==> src/rtl/imem_loader.sv <==
// Boot-time program loader: length header + big-endian 16-bit payload + XOR checksum,
// written into instruction memory; core_run releases fetch once the image verifies.
module imem_loader #(
    parameter int ADDR_W = 8
) (
    input  logic              clk,
    input  logic              rst_n,
    input  logic              in_valid,
    input  logic [7:0]        in_data,
    output logic              in_ready,
    output logic              imem_we,
    output logic [ADDR_W-1:0] imem_addr,
    output logic [15:0]       imem_wdata,
    output logic              core_run,
    output logic              load_err,
    output logic [1:0]        err_code,
    output logic [ADDR_W:0]   words_loaded
);

    typedef enum logic [2:0] {
        S_LEN_HI  = 3'd0,
        S_LEN_LO  = 3'd1,
        S_DATA_HI = 3'd2,
        S_DATA_LO = 3'd3,
        S_CSUM    = 3'd4,
        S_DONE    = 3'd5,
        S_ERR     = 3'd6
    } state_e;

    localparam logic [16:0] MAX_WORDS = 17'd1 << ADDR_W;

    state_e              state_q, state_d;
    logic [15:0]         len_q, len_d;
    logic [7:0]          hi_q, hi_d;
    logic [7:0]          csum_q, csum_d;
    logic [ADDR_W:0]     words_q, words_d;
    logic [ADDR_W-1:0]   addr_q, addr_d;
    logic [15:0]         wdata_q, wdata_d;
    logic                we_q, we_d;
    logic                run_q, run_d;
    logic                err_q, err_d;
    logic [1:0]          code_q, code_d;
    logic                ready_q, ready_d;

    logic                accept_s;
    logic [15:0]         len_n_s;
    logic [ADDR_W:0]     words_inc_s;

    // Next-state and next-output computation for the loader FSM
    always_comb begin
        accept_s    = in_valid & ready_q;
        len_n_s     = {len_q[15:8], in_data};
        words_inc_s = words_q + {{ADDR_W{1'b0}}, 1'b1};
        state_d     = state_q;
        len_d       = len_q;
        hi_d        = hi_q;
        csum_d      = csum_q;
        words_d     = words_q;
        addr_d      = addr_q;
        wdata_d     = wdata_q;
        we_d        = 1'b0;
        run_d       = run_q;
        err_d       = err_q;
        code_d      = code_q;
        if (accept_s) begin
            case (state_q)
                S_LEN_HI: begin
                    len_d   = {in_data, 8'h00};
                    csum_d  = csum_q ^ in_data;
                    state_d = S_LEN_LO;
                end
                S_LEN_LO: begin
                    len_d  = len_n_s;
                    csum_d = csum_q ^ in_data;
                    if ((len_n_s == 16'd0) || ({1'b0, len_n_s} > MAX_WORDS)) begin
                        state_d = S_ERR;
                        err_d   = 1'b1;
                        code_d  = 2'd1;
                    end else begin
                        state_d = S_DATA_HI;
                    end
                end
                S_DATA_HI: begin
                    hi_d    = in_data;
                    csum_d  = csum_q ^ in_data;
                    state_d = S_DATA_LO;
                end
                S_DATA_LO: begin
                    we_d    = 1'b1;
                    addr_d  = words_q[ADDR_W-1:0];
                    wdata_d = {hi_q, in_data};
                    words_d = words_inc_s;
                    csum_d  = csum_q ^ in_data;
                    // Counter is one wider than the address so N == 2**ADDR_W terminates cleanly
                    if (17'(words_inc_s) == {1'b0, len_q}) begin
                        state_d = S_CSUM;
                    end else begin
                        state_d = S_DATA_HI;
                    end
                end
                S_CSUM: begin
                    if (in_data == csum_q) begin
                        state_d = S_DONE;
                        run_d   = 1'b1;
                    end else begin
                        state_d = S_ERR;
                        err_d   = 1'b1;
                        code_d  = 2'd2;
                    end
                end
                default: begin
                    state_d = state_q;
                end
            endcase
        end else begin
            state_d = state_q;
        end
        ready_d = (state_d != S_DONE) && (state_d != S_ERR);
    end

    // State and registered outputs with synchronous active-low reset
    always_ff @(posedge clk) begin
        if (!rst_n) begin
            state_q <= S_LEN_HI;
            len_q   <= 16'd0;
            hi_q    <= 8'd0;
            csum_q  <= 8'd0;
            words_q <= '0;
            addr_q  <= '0;
            wdata_q <= 16'd0;
            we_q    <= 1'b0;
            run_q   <= 1'b0;
            err_q   <= 1'b0;
            code_q  <= 2'd0;
            ready_q <= 1'b0;
        end else begin
            state_q <= state_d;
            len_q   <= len_d;
            hi_q    <= hi_d;
            csum_q  <= csum_d;
            words_q <= words_d;
            addr_q  <= addr_d;
            wdata_q <= wdata_d;
            we_q    <= we_d;
            run_q   <= run_d;
            err_q   <= err_d;
            code_q  <= code_d;
            ready_q <= ready_d;
        end
    end

    assign in_ready     = ready_q;
    assign imem_we      = we_q;
    assign imem_addr    = addr_q;
    assign imem_wdata   = wdata_q;
    assign core_run     = run_q;
    assign load_err     = err_q;
    assign err_code     = code_q;
    assign words_loaded = words_q;

endmodule

==> config.mk <==
export PLATFORM = sky130hd
export DESIGN_NAME = imem_loader
export DESIGN_NICKNAME = d
export VERILOG_FILES = /design/src/rtl/imem_loader.sv
export SDC_FILE = /design/constraint.sdc
export NUM_CORES = 1
export LEC_CHECK = 0
export CAP_MARGIN = 20
export CORE_ASPECT_RATIO = 1.1
export CORE_MARGIN = 1
export CORE_UTILIZATION = 35
export DETAILED_ROUTE_END_ITERATION = 10
export GPL_TIMING_DRIVEN = 0
export PLACE_DENSITY = 0.64
export SLEW_MARGIN = 20
export SYNTH_ARGS = -nofsm -noshare
export SYNTH_HDL_FRONTEND = slang
export SYNTH_SLANG_ARGS = --single-unit
==> constraint.sdc <==
create_clock -name clk -period 5.8 [get_ports clk]
set_input_delay 1.16 -clock clk [delete_from_list [all_inputs] [get_ports clk]]
set_output_delay 1.16 -clock clk [all_outputs]
set_load 0.01 [all_outputs]
==> flow_metrics.tcl, run 1 <==
set metrics [dict create \
    cts_tree "done" \
    path_cells "clkdlybuf4s50_1 -> nand2_1 -> nor3_1 -> o311a_1 -> nor2_1 -> o21a_1" \
    yosysMostFrequentCell "nand2_1" \
    fin_ws_ns 2.82 \
    status "completed" \
    rsz0062_at_grt "no" \
    die_width_um 92.3 \
    hold_viol_final 0 \
    setup_viol 0 \
    crit_buf_inv 1 \
    synth_top_area_share_pct 47.2 \
    async_reset_ff_share_pct 0 \
    powerDensity_nw_per_um2 257 \
    syn_area_sq_um 3140 \
    synth_cells 382 \
    num-fill-cells 863 \
    skew_ns 0.00994 \
    clk_latency_ns 0.36 \
    coreArea_sq_um 8540 \
    portBuffers 47 \
    drt_iter0_markers 167 \
    drive_above_1_share_pct 5.17 \
    crit_type "input port to flip-flop" \
    root_buffer "clkbuf_8" \
    multiInputGateArea_sq_um 1530 \
    postCtsHoldBufs 0 \
    syn2layout_area_growth_pct 26.1 \
    clkSinkCount 74 \
    relSlewSlack_pct 32.0 \
    grt_max_degree 15 \
    worstMarginPinSlew_ns 1.01 \
    critPathTopFamily "simple AND/OR/NAND/NOR gates" \
    path_clk_slew_ns 0.08 \
    p_leak_nw 1.35 \
    hold_class "flip-flop to flip-flop" \
    peakVddDrop_mv 0.108 \
    die-area_sq_um 9350 \
    post-route-util_pct 46.3 \
    place_congestion 0.789 \
    synthesis.nets 394 \
    maxSlewViolCount 0 \
    crit_fanout 10 \
    place_ws_ns 2.46 \
    num_io_pins 50 \
    dr.pass1.iters 4 \
    synthXorXnorAreaFrac_pct 10.0 \
    synth-compound-area-share_pct 13.6 \
    clk_path_buf_depth 2 \
    cts.htree.levels 3 \
    synth_adder_area_share_pct 0.399 \
    ant_nets 0 \
    row_count 35 \
    grt_pass1_vias 2560 \
    cp_slowest_cell "nor3_1" \
    ys_ff_latch 74 \
    synthDistinctLibCells 41 \
    yosysWarnings 0 \
    seq_area_frac_synth_pct 47.2 \
    track_usage_pct 17.4 \
    grt_pass1_wl_um 12600 \
    syn_area_per_cell_sq_um 8.21 \
    wl_um 7620 \
    fmax_ghz 0.335 \
    ctsResizeCount 0 \
    antennaDiodeCount 0 \
    synthFlopType "dfxtp_1" \
    numCtsBuffers 9 \
    start_util_pct 36.7 \
    nets 452 \
    finalCriticalPeriod_ns 2.98 \
    synth.mux.area_fraction_pct 2.55 \
    viasPerCell 4.97 \
    synth_area_leaders "dfxtp_1 47%, nand2_1 9.8%, a21oi_1 7.3%" \
    crit_arrival_ns 3.24 \
    antenna_found_initial 0 \
    finalSetupTns_ns 0 \
    total_power_mw 1.02 \
    seq_area_sq_um 1480 \
    fin_crit_sh_pct 51.5 \
    cp_slowest_stage_delay_ns 0.81 \
    crit_path_end_kind "flip-flop" \
    overflow 0 \
    synth_commonest_cells "82 x nand2_1, 74 x dfxtp_1, 46 x a21oi_1" \
    synth-simple-area-share_pct 22.1 \
    die_y_um 101 \
    via_count 2764 \
    synth_edf_count 0 \
    worstSetupStartpointType "input port" \
    max_cap_viol_count 0 \
    cts_setup_buffers 0 \
    hpwl_um 5430 \
    synth_top_family_by_area "simple AND/OR/NAND/NOR gates" \
    whs_ns 0.456 \
    routedWlPerCell_um 13.7 \
    yosysTopAreaCell "dfxtp_1" \
    route.detailed.drc 0 \
    worstPathRequired_ns 6.05 \
]
kinds of logic (layout without fill, tap and decap cells):
group,after synthesis,after routing
muxes,8,8
xor gates and xnor gates,36,36
buffers and inverters,29,92
AOI/OAI and AO/OA,75,75
DFF,74,74
and+or+nand+nor,159,159
adders and majority gates,1,1
placed cells by master, fill, tap and decap left out, types with 2 or more instances in the layout:
cell	n
a21oi_1	46
nor3_1	6
nor2_1	34
o21a_1	4
nor3b_1	2
clkbuf_8	10
nand4_1	6
inv_6	2
buf_2	3
clkinv_4	2
nand3_1	15
buf_6	2
mux2i_1	8
xor2_1	18
o31a_1	2
nor4_1	2
o21ai_0	14
nand2_1	82
xnor2_1	18
clkbuf_1	22
and3_1	2
dfxtp_1	74
clkdlybuf4s50_1	47
sequential cells by signal (all words and copies together) (netlist names), 2 cells and up:
signal and flops:
words_loaded 9, state_q 3, len_q 16, imem_wdata 16, imem_addr 8, err_code 2
csum_q 8, hi_q 8
final cells by class:
cell class	count	area share, %
multi-input combinational	279	38.6
sequential	74	37.4
timing repair buffer	47	11.9
tap	111	3.51
clock buffer	10	3.48
buffer	27	3.04
clock inverter	6	1.83
inverter	2	0.190
where the power goes:
part / internal [mW] / switching, mW
Sequential: 0.517 / 0.00610
Clock: 0.215 / 0.207
Combinational: 0.0279 / 0.0457
Total: 0.760 / 0.258
worst paths after layout:
kind / startpoint / end / slack (ns) / cells after the start
min reg2reg: imem_addr[6]$_SDFFE_PN0P_ / imem_addr[6]$_SDFFE_PN0P_ / 0.46 / 2
max reg2reg: words_loaded[1]$_SDFFE_PN0P_ / state_q[2]$_SDFF_PN0_ / 3.65 / 7
min: imem_addr[6]$_SDFFE_PN0P_ / imem_addr[6]$_SDFFE_PN0P_ / 0.46 / 2
max: in_valid / in_ready$_SDFF_PN0_ / 2.82 / 6
tightest hold or removal path, stage by stage, from the launching register on:
cell	delay (ns)
dfxtp_1	0.32
nand2_1	0.05
a21oi_1	0.05
through the flow:
stage,cells,instance area [sq um]
CTS,556,3960
global placement,540,3750
floorplan,382,3140
finish,556,3960
detailed placement,540,3750
global route,556,3960
metal layers:
metal	vias to the layer above	GRT usage [%]	wire length, um
met1	1287	21.9	3390
met4	0	7.81	157
li1	1405	-	-
met5	-	0	0
met3	13	2.78	348
met2	59	29.3	3720
Power figures use the tool's default switching activity.
==> inputs of run 2 (changes only) <==
==> constraint.sdc (replaced) <==
create_clock -name clk -period 3.05 [get_ports clk]
set_input_delay 0.61 -clock clk [delete_from_list [all_inputs] [get_ports clk]]
set_output_delay 0.61 -clock clk [all_outputs]
set_load 0.01 [all_outputs]
==> results of run 2 <==
The final DEF is identical to that of run 1. Status: completed.
Among the figures that moved: setup slack after placement 2.46 ns -> 0.265 ns; setup slack after layout 2.82 ns -> 0.615 ns; register-to-register setup slack 3.65 ns -> 0.90 ns; total power 1.02 mW -> 1.94 mW; worst IR drop on VDD 0.108 mV -> 0.205 mV
